File: config.mk
export PLATFORM = sky130hd
export DESIGN_NAME = nf10_dst_port_demux
export DESIGN_NICKNAME = d
export VERILOG_FILES = /design/src/rtl/nf10_dst_port_demux.sv
export SDC_FILE = /design/constraint.sdc
export NUM_CORES = 1
export LEC_CHECK = 0
export CELL_PAD_IN_SITES_DETAIL_PLACEMENT = 0
export CELL_PAD_IN_SITES_GLOBAL_PLACEMENT = 1
export CORE_AREA = 2 2 348 350
export DETAILED_ROUTE_END_ITERATION = 6
export DIE_AREA = 0 0 350 352
export PLACE_DENSITY_LB_ADDON = 0.1
export SYNTH_ARGS = -nofsm -noshare
export SYNTH_HDL_FRONTEND = slang
export SYNTH_SLANG_ARGS = --single-unit
File: constraint.sdc
create_clock -name AXI_ACLK -period 3.22 [get_ports AXI_ACLK]
set_input_delay 0.805 -clock AXI_ACLK [delete_from_list [all_inputs] [get_ports AXI_ACLK]]
set_output_delay 0.805 -clock AXI_ACLK [all_outputs]
set_load 0.02 [all_outputs]
File: src/rtl/nf10_dst_port_demux.sv
// Multicast output demux: replicates each AXI4-Stream packet to every port in its
// tuser destination bitmap, tracking per-port acceptance, and drops empty-bitmap packets.
module nf10_dst_port_demux #(
    parameter int C_AXIS_DATA_WIDTH  = 256,
    parameter int C_AXIS_TUSER_WIDTH = 128,
    parameter int NUM_PORTS          = 8,
    parameter int DST_PORT_POS       = 24
) (
    input  logic                              AXI_ACLK,
    input  logic                              AXI_RESET,

    input  logic [C_AXIS_DATA_WIDTH-1:0]      S_AXIS_TDATA,
    input  logic [C_AXIS_DATA_WIDTH/8-1:0]    S_AXIS_TSTRB,
    input  logic [C_AXIS_TUSER_WIDTH-1:0]     S_AXIS_TUSER,
    input  logic                              S_AXIS_TVALID,
    output logic                              S_AXIS_TREADY,
    input  logic                              S_AXIS_TLAST,

    output logic [C_AXIS_DATA_WIDTH-1:0]      M_AXIS_TDATA,
    output logic [C_AXIS_DATA_WIDTH/8-1:0]    M_AXIS_TSTRB,
    output logic [C_AXIS_TUSER_WIDTH-1:0]     M_AXIS_TUSER,
    output logic                              M_AXIS_TLAST,
    output logic [NUM_PORTS-1:0]              M_AXIS_TVALID,
    input  logic [NUM_PORTS-1:0]              M_AXIS_TREADY,

    output logic [31:0]                       DROP_COUNT
);

    localparam int STRB_W = C_AXIS_DATA_WIDTH / 8;

    typedef enum logic [1:0] {
        ST_HEADER  = 2'd0,
        ST_FORWARD = 2'd1,
        ST_DROP    = 2'd2
    } state_t;

    state_t                          state_reg;
    logic [NUM_PORTS-1:0]            mask_reg;
    logic [NUM_PORTS-1:0]            pending_reg;
    logic [NUM_PORTS-1:0]            pending_next;
    logic [NUM_PORTS-1:0]            hdr_mask;
    logic [NUM_PORTS-1:0]            load_mask;
    logic                            reg_free;
    logic                            in_ready;
    logic                            in_accept;
    logic                            load_beat;
    logic                            drop_hdr;

    logic [C_AXIS_DATA_WIDTH-1:0]    data_reg;
    logic [STRB_W-1:0]               strb_reg;
    logic [C_AXIS_TUSER_WIDTH-1:0]   user_reg;
    logic                            last_reg;
    logic [31:0]                     drop_count_reg;

    // The output register is free once every port still owing a handshake takes it this cycle,
    // which lets a new beat load on the same edge without a bubble.
    always_comb begin
        pending_next = pending_reg & ~M_AXIS_TREADY;
        reg_free     = (pending_next == '0);
        in_ready     = (state_reg == ST_DROP) ? 1'b1 : reg_free;
        in_accept    = S_AXIS_TVALID & in_ready;
        hdr_mask     = S_AXIS_TUSER[DST_PORT_POS +: NUM_PORTS];
        load_beat    = 1'b0;
        drop_hdr     = 1'b0;
        load_mask    = mask_reg;
        case (state_reg)
            ST_HEADER: begin
                if (in_accept) begin
                    if (hdr_mask != '0) begin
                        load_beat = 1'b1;
                        load_mask = hdr_mask;
                    end else begin
                        drop_hdr  = 1'b1;
                    end
                end
            end
            ST_FORWARD: begin
                load_beat = in_accept;
            end
            default: begin
                load_beat = 1'b0;
            end
        endcase
    end

    always_ff @(posedge AXI_ACLK) begin
        if (AXI_RESET) begin
            state_reg <= ST_HEADER;
            mask_reg  <= '0;
        end else if (in_accept) begin
            case (state_reg)
                ST_HEADER: begin
                    if (hdr_mask != '0) begin
                        mask_reg  <= hdr_mask;
                        state_reg <= S_AXIS_TLAST ? ST_HEADER : ST_FORWARD;
                    end else begin
                        state_reg <= S_AXIS_TLAST ? ST_HEADER : ST_DROP;
                    end
                end
                ST_FORWARD: begin
                    if (S_AXIS_TLAST) begin
                        state_reg <= ST_HEADER;
                    end
                end
                ST_DROP: begin
                    if (S_AXIS_TLAST) begin
                        state_reg <= ST_HEADER;
                    end
                end
                default: begin
                    state_reg <= ST_HEADER;
                end
            endcase
        end
    end

    // Shared beat register; only reloaded when no port still owes a handshake on it.
    always_ff @(posedge AXI_ACLK) begin
        if (AXI_RESET) begin
            data_reg <= '0;
            strb_reg <= '0;
            user_reg <= '0;
            last_reg <= 1'b0;
        end else if (load_beat) begin
            data_reg <= S_AXIS_TDATA;
            strb_reg <= S_AXIS_TSTRB;
            user_reg <= S_AXIS_TUSER;
            last_reg <= S_AXIS_TLAST;
        end
    end

    generate
        for (genvar gi = 0; gi < NUM_PORTS; gi++) begin : g_port
            always_ff @(posedge AXI_ACLK) begin
                if (AXI_RESET) begin
                    pending_reg[gi] <= 1'b0;
                end else if (load_beat) begin
                    pending_reg[gi] <= load_mask[gi];
                end else begin
                    pending_reg[gi] <= pending_next[gi];
                end
            end
        end
    endgenerate

    always_ff @(posedge AXI_ACLK) begin
        if (AXI_RESET) begin
            drop_count_reg <= '0;
        end else if (drop_hdr) begin
            drop_count_reg <= drop_count_reg + 32'd1;
        end
    end

    assign S_AXIS_TREADY = in_ready;
    assign M_AXIS_TDATA  = data_reg;
    assign M_AXIS_TSTRB  = strb_reg;
    assign M_AXIS_TUSER  = user_reg;
    assign M_AXIS_TLAST  = last_reg;
    assign M_AXIS_TVALID = pending_reg;
    assign DROP_COUNT    = drop_count_reg;

endmodule

# After elaboration in Yosys (flattened, before gate mapping)
# Index checks and enable logic that the tools add are counted.
[totals]
ff_bits = 467
elab_cells = 51
[classes]
n_addsub = 1
eq_ne = 3
mux = 23
n_bitwise = 3
n_reduce_logical = 6
[op_table]
columns = ["op", "count"]
rows = [
  ["$add 32x1->32 const B", 1],
  ["$mux 8", 3],
  ["$mux 1", 15],
  ["$and 8x8->8", 1],
  ["$logic_not 8->1", 1],
  ["$not 8->8", 1],
  ["$reduce_bool 8->1", 1],
  ["$mux 2", 3],
  ["$pmux 2 s2", 1],
  ["$reduce_and 2->1", 2],
  ["$eq 2x1->1 const B", 1],
  ["$eq 2x2->1 const B", 1],
  ["$logic_not 2->1", 1],
  ["$ne 2x1->1 const B", 1],
  ["$pmux 1 s2", 1],
  ["$reduce_or 2->1", 1],
  ["$and 1x1->1", 1],
]

# Logic depth before layout (Yosys ltp)
# Gate-level depths: netlist of the first run.
[depth]
ltp_word = 8
mapped_depth = 10
depth_no_buf = 8

# Worst setup path before layout of the first run
# No wires, ideal clock.
[synth_timing]
kind = "input to register"
startpoint = "input port S_AXIS_TUSER[24]"
endpoint = "register drop_count_reg[18], in the netlist DROP_COUNT[18]"
setup_time_ns = 0.121
arrival_time_ns = 2.466
setup_slack_ns = 0.633
path_stages = 6
path_buffers = 0
path_cell_list = "or4_4 -> nor2_1 -> nand3_1 -> or3_4 -> nor3_1 -> mux2_2"
[synth_between]
elab_chain_len = 4
[synth_rtl]
columns = ["item", "line", "source"]
rows = [
  ["from (decl)", "14", "input logic [C_AXIS_TUSER_WIDTH-1:0] S_AXIS_TUSER,"],
  ["$reduce_bool 8->1", "69", "if (hdr_mask != '0) begin"],
  ["$mux 1", "69", ""],
  ["$mux 1", "68", "if (in_accept) begin"],
  ["$mux 1", "66", "case (state_reg)"],
  ["to (signal assigned)", "150", "drop_count_reg <= drop_count_reg + 32'd1;"],
  ["to (decl)", "53", "logic [31:0] drop_count_reg;"],
]
# No other way between the ends.
# A chain may end at the register's enable or synchronous reset.

# Worst setup path in the final report of the first run
[layout_timing]
startpoint = "input port M_AXIS_TREADY[1]"
endpoint = "output port S_AXIS_TREADY"
[layout_between]
elab_chain_len = 4
[layout_rtl]
columns = ["item", "line", "source"]
rows = [
  ["from (decl)", "24", "input logic [NUM_PORTS-1:0] M_AXIS_TREADY,"],
  ["$not 8->8", "58", "pending_next = pending_reg & ~M_AXIS_TREADY;"],
  ["$and 8x8->8", "58", ""],
  ["$logic_not 8->1", "59", "reg_free = (pending_next == '0);"],
  ["$mux 1", "60", "in_ready = (state_reg == ST_DROP) ? 1'b1 : reg_free;"],
  ["to (decl)", "16", "output logic S_AXIS_TREADY,"],
]
# No other way between the ends.

==> results of run 1 <==
-- through the flow --
step / area, um^2 / util, % / setup slack, ps / cells / hold slack [ps]
finish: 30100 / 25.2 / 113 / 4654 / 451
global route: 30100 / 25.2 / 25.7 / 4653 / 469
CTS: 30100 / 25.2 / 61.4 / 4650 / 453
global placement: 27900 / 23.4 / -362 / 4534 / 442
floorplan: 16700 / - / 633 / 2094 / 434
detailed placement: 27900 / 23.4 / -304 / 4534 / 446
-- critical path, delay by kind of cell --
| kind | cells | cell delay [ps] |
|---|---|---|
| AOI/OAI and AO/OA | 1 | 160 |
| and+or+nand+nor | 2 | 400 |
| buffers and inverters | 4 | 930 |
-- routing by layer --
layer / vias to the layer above / wire length [um] / track usage (%)
met5: - / 149 / 0
met2: 560 / 45400 / 25.3
li1: 8639 / - / -
met4: 22 / 1590 / 3.53
met3: 121 / 9240 / 6.38
met1: 8209 / 32100 / 14.0
-- cell type report --
cell class / instances / area (um^2) / area share, %
Sequential cell: 467 / 9350 / 31.1
Clock buffer: 102 / 2010 / 6.68
Inverter: 11 / 41.3 / 0.137
Clock inverter: 14 / 144 / 0.478
Antenna cell: 4 / 10.0 / 0.0333
Tap cell: 1612 / 2020 / 6.70
Timing Repair Buffer: 978 / 9870 / 32.8
Multi-Input combinational cell: 1466 / 6660 / 22.1
-- kinds of logic (layout without fill, tap and decap cells) --
group / after synthesis / in the layout / share of synthesized area (%)
AO/OA/AOI/OAI: 462 / 462 / 14.5
XOR/XNOR: 20 / 20 / 1.05
adder cells (fa/ha/maj): 4 / 4 / 0.300
buffers and inverters: 161 / 1105 / 4.07
flip-flops: 467 / 467 / 56.1
multiplexers: 4 / 4 / 0.263
other: 0 / 4 / 0
AND/OR/NAND/NOR: 976 / 976 / 23.7
-- power by group --
part | switching, uW | internal (uW) | leakage [uW]
clock | 2940 | 4380 | 0.00106
combinational | 4020 | 3060 | 0.00565
sequential | 478 | 6680 | 0.00382
total | 7430 | 14100 | 0.0105
-- cells in the final DEF (no fill, tap or decap), types with 12 or more instances in the layout --
master and n:
buf_4 69, clkbuf_16 68, nand4_1 12, buf_12 25
xnor2_1 17, a21oi_1 427, nand2b_1 16, clkdlybuf4s50_1 883
clkbuf_8 18, clkbuf_1 16, nor2_1 31, nand2_1 854
dfxtp_1 467
-- synthesized netlist by cell type, types with 9 or more instances --
cell type / number
dfxtp_1: 467
inv_1: 10
xnor2_1: 17
clkbuf_1: 86
nor4_1: 10
nor2_1: 31
nand4_1: 12
nand2b_1: 16
buf_2: 54
nand2_1: 854
a21oi_1: 427
buf_1: 9
-- worst paths after layout --
path                                       start                to  slack, ps
worst max-delay path            M_AXIS_TREADY[1]     S_AXIS_TREADY        110
worst min-delay path            M_AXIS_TUSER[79]  M_AXIS_TUSER[79]        450
worst max register to register      state_reg[0]    DROP_COUNT[29]        710
worst min register to register  M_AXIS_TUSER[79]  M_AXIS_TUSER[79]        450
==> flow_metrics.tcl, run 1 <==
set metrics [dict create \
    pin_count 886 \
    worst_path_max_delay_cell "clkdlybuf4s50_1" \
    cp_slowest_stage_delay_ps 450 \
    cts.sinks 467 \
    crit_top_cell "buf_4" \
    cts_buffer_depth 3 \
    drive_above_1_share_pct 7.01 \
    grt_pass1_vias 17800 \
    rsz0062_at_grt "false" \
    hold_buffers 0 \
    routabilityCongestion 0.769 \
    antenna_found_initial 18 \
    largest_register_ffs 256 \
    fillers 12900 \
    hold_path_class "reg2reg" \
    synth_cell_type_count 43 \
    grt_pass1_wl_um 126000 \
    power_uw 21600 \
    viasPerCell 3.77 \
    synth.largest_area_cell "dfxtp_1" \
    clock_tree.root_cell "clkbuf_16" \
    cp.arrival_ps 2300 \
    slew_viol_final 0 \
    synth_top_area_share_pct 56.1 \
    synth_area_leaders "dfxtp_1, nand2_1, a21oi_1" \
    cts_tree "done" \
    clk_latency_ps 620 \
    die_h_um 352 \
    yosysSeqAreaShare_pct 56.1 \
    power_density_nw_per_um2 716 \
    fin_crit_sh_pct 96.5 \
    rows 127 \
    grt-ovfl-total 0 \
    synth_seq_cells 467 \
    fin_worst_skew_ps 34.1 \
    die_w_um 350 \
    coreArea_um2 119000 \
    synth_ff_type "dfxtp_1" \
    synth_warnings 0 \
    status "finished clean" \
    ant_nets 0 \
    fin_setup_tns_ps 0 \
    endpoint_kind "output pin" \
    avgSynthCellArea_um2 7.96 \
    synth_edf_count 0 \
    grt_max_degree 84 \
    hold_violations 0 \
    drtIter0Drc 662 \
    cts_max_level 3 \
    ctsResizeCount 0 \
    cts_made_buffers 67 \
    synth_fp_nets 2526 \
    syn2layout_area_growth_pct 80.5 \
    min_path_cells 2 \
    drcViolationCount 0 \
    drt_wl_total_um 88500 \
    synthCells 2094 \
    tightest_slew_ps 907 \
    grt_usage_pct 13.8 \
    cts.clk_slew.worst_paths_ps 50 \
    dieArea_um2 123000 \
    drv_cap 0 \
    worstPathRequired_ps 2410 \
    min_period_ps 3110 \
    leakage_uw 0.0105 \
    netlist_area_um2 16700 \
    vias 17600 \
    relSlewSlack_pct 39.4 \
    crit_type "in2out" \
    start_util_pct 14.0 \
    crit_path_cell_trace "clkdlybuf4s50_1 -> nand2b_1 -> and4_1 -> a41oi_2 -> buf_4 -> inv_2 -> buf_4" \
    io_buffers 885 \
    max_freq_mhz 322 \
    fin_nets 3423 \
    cts_setup_buffers 0 \
    rr_worst_depth 7 \
    cp-start-kind "primary input" \
    synthArstFlopShare_pct 0 \
    avgRoutedWirePerCell_um 19.0 \
    first_pass_iters 6 \
    hpwl_um 67500 \
    ir_drop_v 0.000349 \
    path_max_fanout 7 \
    setup_violations 0 \
]
(Power assumes the default switching activity.)
==> inputs of run 2 (changes only) <==
--- a/config.mk
+++ b/config.mk
@@ -10,6 +10,7 @@
 export CORE_AREA = 2 2 348 350
 export DETAILED_ROUTE_END_ITERATION = 6
 export DIE_AREA = 0 0 350 352
+export HOLD_SLACK_MARGIN = 0.03
 export PLACE_DENSITY_LB_ADDON = 0.1
 export SYNTH_ARGS = -nofsm -noshare
 export SYNTH_HDL_FRONTEND = slang
==> results of run 2 <==
Final layout, timing and power as in run 1 (identical DEF).
